===== src/rtl/serial_complement_ctrl.sv =====
// serial_complement_ctrl
//   Bit-serial two's-complement negation. A single complement cell
//   (invert, xor with carry, and with carry) walks the zero-extended
//   operand LSB first, one bit per clock, and builds a WIDTH+1-bit result
//   equal to (2^(WIDTH+1) - x) mod 2^(WIDTH+1).
//
// Handshake:
//   start is sampled only while busy=0 (IDLE or DONE state). The edge that
//   accepts start latches x and raises busy. WIDTH+1 edges later, result and
//   zero are updated and done pulses high for exactly one cycle. A start seen
//   on the DONE edge is accepted immediately, so back-to-back operations
//   complete every WIDTH+2 cycles. A start seen while busy=1 is dropped.
//
// Ports:
//   clk     rising-edge clock
//   reset   asynchronous, active-high reset
//   start   operation request
//   x       unsigned operand (WIDTH bits), latched on acceptance
//   busy    high while bits are being processed
//   done    one-cycle pulse when result/zero are updated
//   result  registered WIDTH+1-bit negation of x
//   zero    registered; high when the last result is all zeros
//
// The FSM state is held in the signal 'state' so that checkers can bind to it.
module serial_complement_ctrl #(
    parameter int WIDTH = 6
) (
    input  logic             clk,
    input  logic             reset,
    input  logic             start,
    input  logic [WIDTH-1:0] x,
    output logic             busy,
    output logic             done,
    output logic [WIDTH:0]   result,
    output logic             zero
);

    localparam int CW = $clog2(WIDTH + 1);

    typedef enum logic [1:0] {
        IDLE = 2'd0,
        RUN  = 2'd1,
        DONE = 2'd2
    } state_t;

    state_t          state;
    logic [WIDTH:0]  op;
    logic [WIDTH:0]  work;
    logic            carry;
    logic [CW-1:0]   count;

    // Complement cell and the work value after this edge's shift.
    logic            inv_bit;
    logic            bit_out;
    logic            carry_next;
    logic [WIDTH:0]  work_next;

    always_comb begin
        inv_bit    = ~op[0];
        bit_out    = inv_bit ^ carry;
        carry_next = inv_bit & carry;
        work_next  = {bit_out, work[WIDTH:1]};
    end

    always_ff @(posedge clk or posedge reset) begin
        if (reset) begin
            state  <= IDLE;
            op     <= '0;
            work   <= '0;
            carry  <= 1'b0;
            count  <= '0;
            busy   <= 1'b0;
            done   <= 1'b0;
            result <= '0;
            zero   <= 1'b1;
        end else begin
            done <= 1'b0;
            case (state)
                IDLE, DONE: begin
                    if (start) begin
                        // Carry-in of 1 supplies the "+1" of invert-and-add-one.
                        op    <= {1'b0, x};
                        work  <= '0;
                        carry <= 1'b1;
                        count <= '0;
                        busy  <= 1'b1;
                        state <= RUN;
                    end else begin
                        busy  <= 1'b0;
                        state <= IDLE;
                    end
                end
                RUN: begin
                    work  <= work_next;
                    op    <= {1'b0, op[WIDTH:1]};
                    carry <= carry_next;
                    count <= count + 1'b1;
                    // Last bit: the carry out of bit WIDTH is simply dropped.
                    if (count == CW'(WIDTH)) begin
                        result <= work_next;
                        zero   <= (work_next == '0);
                        busy   <= 1'b0;
                        done   <= 1'b1;
                        state  <= DONE;
                    end
                end
                default: begin
                    busy  <= 1'b0;
                    state <= IDLE;
                end
            endcase
        end
    end

endmodule


===== config.mk =====
export PLATFORM = sky130hd
export DESIGN_NAME = serial_complement_ctrl
export DESIGN_NICKNAME = d
export VERILOG_FILES = /design/src/rtl/serial_complement_ctrl.sv
export SDC_FILE = /design/constraint.sdc
export NUM_CORES = 1
export LEC_CHECK = 0
export BUFFER_PORTS_ARGS = -buffer_cell sky130_fd_sc_hd__buf_2
export CAP_MARGIN = 20
export CORE_MARGIN = 2
export CORE_UTILIZATION = 50
export DETAILED_ROUTE_END_ITERATION = 7
export PLACE_DENSITY = 0.79
export SETUP_SLACK_MARGIN = 0.02
export SYNTH_ARGS = -nofsm -noshare
export SYNTH_HDL_FRONTEND = slang
export SYNTH_SLANG_ARGS = --single-unit

===== constraint.sdc =====
create_clock -name clk -period 1.4 [get_ports clk]
set_input_delay 0.28 -clock clk [delete_from_list [all_inputs] [get_ports clk]]
set_output_delay 0.28 -clock clk [all_outputs]
set_load 0.01 [all_outputs]

* Word level (Yosys, flattened, before mapping) *
Cells that the tools add are included.

storage, ports and cells
  register bits = 30
  logic and storage cells = 40
  input bits = 9
  output and inout bits = 10

cells by class
  equal/unequal tests = 5
  add/subtract/negate cells = 1
  reductions and logical operators = 6
  muxes and demuxes = 16
  bitwise operators = 3

operators with widths
  operator               count
  $pmux W7 S2            2
  $mux W7                2
  $logic_not A7 Y1       1
  $mux W1                6
  $pmux W3 S2            1
  $ne A2 B2 Y1 const B   2
  $pmux W1 S2            2
  $pmux W2 S2            1
  $reduce_and A2 Y1      2
  $add A3 B1 Y3 const B  1
  $eq A3 B3 Y1 const B   1
  $mux W3                1
  $eq A2 B1 Y1 const B   1
  $eq A2 B2 Y1 const B   1
  $logic_not A2 Y1       1
  $mux W2                1
  $reduce_bool A2 Y1     1
  $reduce_or A2 Y1       1
  $and A1 B1 Y1          1
  $not A1 Y1             1
  $xor A1 B1 Y1          1

* Depth between registers and ports, before layout *
  word-level depth = 4
  depth in mapped cells = 6
  gate-level depth less buffers = 5

* Worst setup path before layout *
No wires, ideal clock.

  path type = register -> register
  from = register count[0]
  to = register result[0]
  stages on the path, launching flop included = 6
  setup slack = 0.077 ns
  data required time = 1.275 ns
  path buffers = 1
  setup time = 0.125 ns
  data arrival time = 1.198 ns
  clock period less this slack = 1.323 ns
  cell sequence = dfrtp_1 -> inv_1 -> ha_1 -> nand4b_4 -> buf_6 -> mux2_4

on the way
  word-level cells in the longest chain between the ends = 2

RTL lines
  item                                line  source
  start: declaration                  50    logic [CW-1:0] count;
  start signal: assignment            97    count <= count + 1'b1;
  $eq A3 B3 Y1                        99    if (count == CW'(WIDTH)) begin
  $reduce_and A2 Y1 (no source line)  n/a
  end signal: assignment              100   result <= work_next;
  end: declaration                    34    output logic [WIDTH:0] result,

No other way between the ends.
A chain may end at the register's enable or synchronous reset.

* Worst setup path in the final report *
  from = register state[1]
  to = register op[3]

on the way
  word-level cells in the longest chain between the ends = 4
  elaborated cells between the ends (all ways) = 8
  classes of those cells = eq/ne (3); mux (1); reduce/logical (4)

RTL lines
  item                                                                        line  source
  start: declaration                                                          46    state_t state;
  start signal: assignment                                                    67    state <= IDLE;
  start signal: assignment                                                    87    state <= RUN;
  start signal: assignment                                                    90    state <= IDLE;
  $eq A2 B2 Y1 / $logic_not A2 Y1 (equally long branches)                     78    case (state)
  $reduce_or A2 Y1                                                            78
  $ne A2 B2 Y1 (no source line) / $reduce_bool A2 Y1 (equally long branches)  n/a
  $reduce_and A2 Y1 (no source line)                                          n/a
  end signal: assignment                                                      82    op <= {1'b0, x};
  end signal: assignment                                                      95    op <= {1'b0, op[WIDTH:1]};
  end: declaration                                                            47    logic [WIDTH:0] op;

Several ways; a longest one is shown, not always the timed one.

==> results.cfg <==
[job]
cap_viol_max_count = 0

[synthesis]
synthCells = 121
netlist_top_cells_count = dfrtp_1, nand2_1, nand2b_1
ys_dominant_reg_cell = dfrtp_1
ys_types = 28
synth-edff-count = 0
ys_ff_latch = 28
yosysTopAreaCell = dfrtp_1
yosysSeqAreaShare_pct = 50.2
syn-mean-instance-area_um2 = 11.6
async_flop_share_pct = 100
synth.most_common_cell = dfrtp_1
yosysWarnings = 0
synthTopCellsByArea = dfrtp_1, mux2_4, mux2i_1, mux2_2, nand2b_1
synth_top_cell_area_share_pct = 48.3
syn-cell-area_um2 = 1400
synthesis.nets = 133

[sta]
slew_viol_final = 0
finalSetupViolations = 0
rsz0062_at_grt = true
tns_ns = 0
fmax_mhz = 773
worstMarginPinSlew_ns = 0.353
hold_viol = 0
period_share_pct = 92.4
finClkSkew_ns = 0.00727
period_needed_ns = 1.29
whs_ns = 0.221
slew_headroom_pct = 76.5

[critical_path]
rrSetupSlack_ns = 0.11
cp-end-kind = register
critPathMaxStageDelay_ns = 0.53
crit_type = register to register
crit_path_frequent_cell = buf_4
worst_ep_required_time_ns = 1.62
crit_chain = buf_4 -> buf_4 -> mux2i_1 -> a21oi_1
reg2regPathDepth = 4
reg2reg_from = state[1]$_DFFE_PP0P_
critPathLaunch = state[1]$_DFFE_PP0P_
worst-path-max-fanout = 8
startpoint_type = register
crit_path_end = op[3]$_DFFE_PP0P_
reg2reg_to = op[3]$_DFFE_PP0P_
cp_slowest_cell = dfrtp_1
arrival_ns = 1.51

[hold_path]
hp-start = x[4]
hp-class = input pin to register

[global_routing]
grt_use_total_pct = 16.3
antenna_found_initial = 0
grt-ovfl-total = 0
grt_max_degree = 29
grt_pass1_vias = 939
grt_pass1_wl_um = 4080

[routing]
wl_per_cell_um = 13.5
dr.pass1.iters = 3
drtIter0Drc = 15
final_antenna_net_count = 0
viasPerCell = 5.40
via_count = 951
drc = 0
drt_wl_total_um = 2380

[status]
status = complete, no violations

[die]
dieArea_um2 = 3230
coreArea_um2 = 2710
num_rows = 19
die_width_um = 56.9
die_h_um = 56.9
io_pins = 19
start_util_pct = 51.6

[clock_network]
cts_buffer_depth = 2
cts_htree_levels = 1
path_clk_slew_ns = 0.14
cts_tree = done
clk-insertion-delay-late_ns = 0.32
cts_root_buf = clkbuf_4
cts-buffers-inserted = 3
cts.sinks = 28

[final_layout]
nets = 158
drive_gt1_share_pct = 33.8
area_delta_synth_final_pct = 15.1
final-instance-count-excl-fill = 176
num_antenna_cells = 0

[placement]
dpl.cell_count = 169
dp_hpwl_um = 1650
globalplace.congestion = 0.740
io_buffer_count = 18

[power]
p_per_area_nw_per_um2 = 2040
ir_drop_mv = 1.33
leakagePower_uw = 0.000785
## metrics by stage
stage | setup slack, ns | area (um2) | util, % | power, uW
floorplan | 0.0767 | 1400 | - | 2460
global placement | 0.0741 | 1530 | 56.3 | 2760
detailed placement | 0.0148 | 1530 | 56.3 | 2830
CTS | 0.0455 | 1600 | 58.9 | 3270
global route | 0.0197 | 1610 | 59.4 | 3570
finish | 0.107 | 1610 | 59.4 | 3280
## what timing repair did
item | in CTS | in global routing
cloned | 1 | 0
resized for setup | 1 | 3
buffers inserted | 1 | 0
endpoints found under the setup margin | 7 | 9
hold buffers | 1 | 0
endpoints found under the hold margin | 15 | 0
## worst min-delay path by stage
stage / slack [ns] / end / cells after the start
6_report: 0.22 / op[4]$_DFFE_PP0P_ / 3
5_1_grt: 0.21 / op[3]$_DFFE_PP0P_ / 3
2_1_floorplan: 0.34 / busy$_DFFE_PP0P_ / 1
3_5_place_dp: 0.37 / result[5]$_DFFE_PP0P_ / 3
4_1_cts: 0.21 / op[4]$_DFFE_PP0P_ / 3
3_3_place_gp: 0.36 / work[6]$_DFFE_PP0P_ / 3
## state kept, by name (all words and copies together), names as in the netlist
signal  cells
busy        1
carry       1
state       2
work        6
result      7
zero        1
done        1
op          6
count       3
## kinds of logic after synthesis
family,synth area share [%]
DFF,50.2
buffers and inverters,5.19
xor gates and xnor gates,1.25
and+or+nand+nor,13.5
adders and majority gates,2.69
AOI/OAI and AO/OA,10.8
muxes,16.3
## cell usage in the layout, fill, tap and decap left out, types with 2 or more instances in the layout
cell	n
a21oi_1	6
buf_4	8
ha_1	2
nor3_1	2
mux2_2	6
nand2_1	8
a22o_1	2
nor2_1	2
o21ai_0	7
nand3_1	2
clkbuf_4	3
a211oi_1	5
buf_2	18
mux2_4	6
nor2b_1	6
mux2i_1	7
inv_1	4
xnor2_1	2
nand2b_1	8
dfrtp_1	27
a21o_1	2
## final cells by class
class / instances / area, um2
Clock buffer: 4 / 36.3
Fill cell: 239 / 1100
Inverter: 5 / 18.8
Multi-Input combinational cell: 81 / 653
Sequential cell: 28 / 702
Tap cell: 31 / 38.8
Timing Repair Buffer: 27 / 160
## per-layer routing
metal  vias up  global-route usage, %  share of wire (%)  routed length [um]
met5         -                      0                  0                   0
met4         0                   3.99                1.2                  28
met3         4                   4.84                4.2                 100
met2        22                   27.6                 47                1130
met1       454                   20.4                 47                1130
li1        471                      -                  -                   -
## worst max-delay path: cells and delay by family (launching register included)
family / cells / cell delay [ns]
buffers and inverters: 2 / 0.39
muxes: 1 / 0.18
AOI/OAI and AO/OA: 1 / 0.09
DFF: 1 / 0.53
## power by group
group / switching [uW] / internal [uW] / total, uW
Combinational: 635 / 787 / 1420
Sequential: 313 / 1160 / 1470
Clock: 227 / 159 / 386
(Power assumes the default switching activity.)
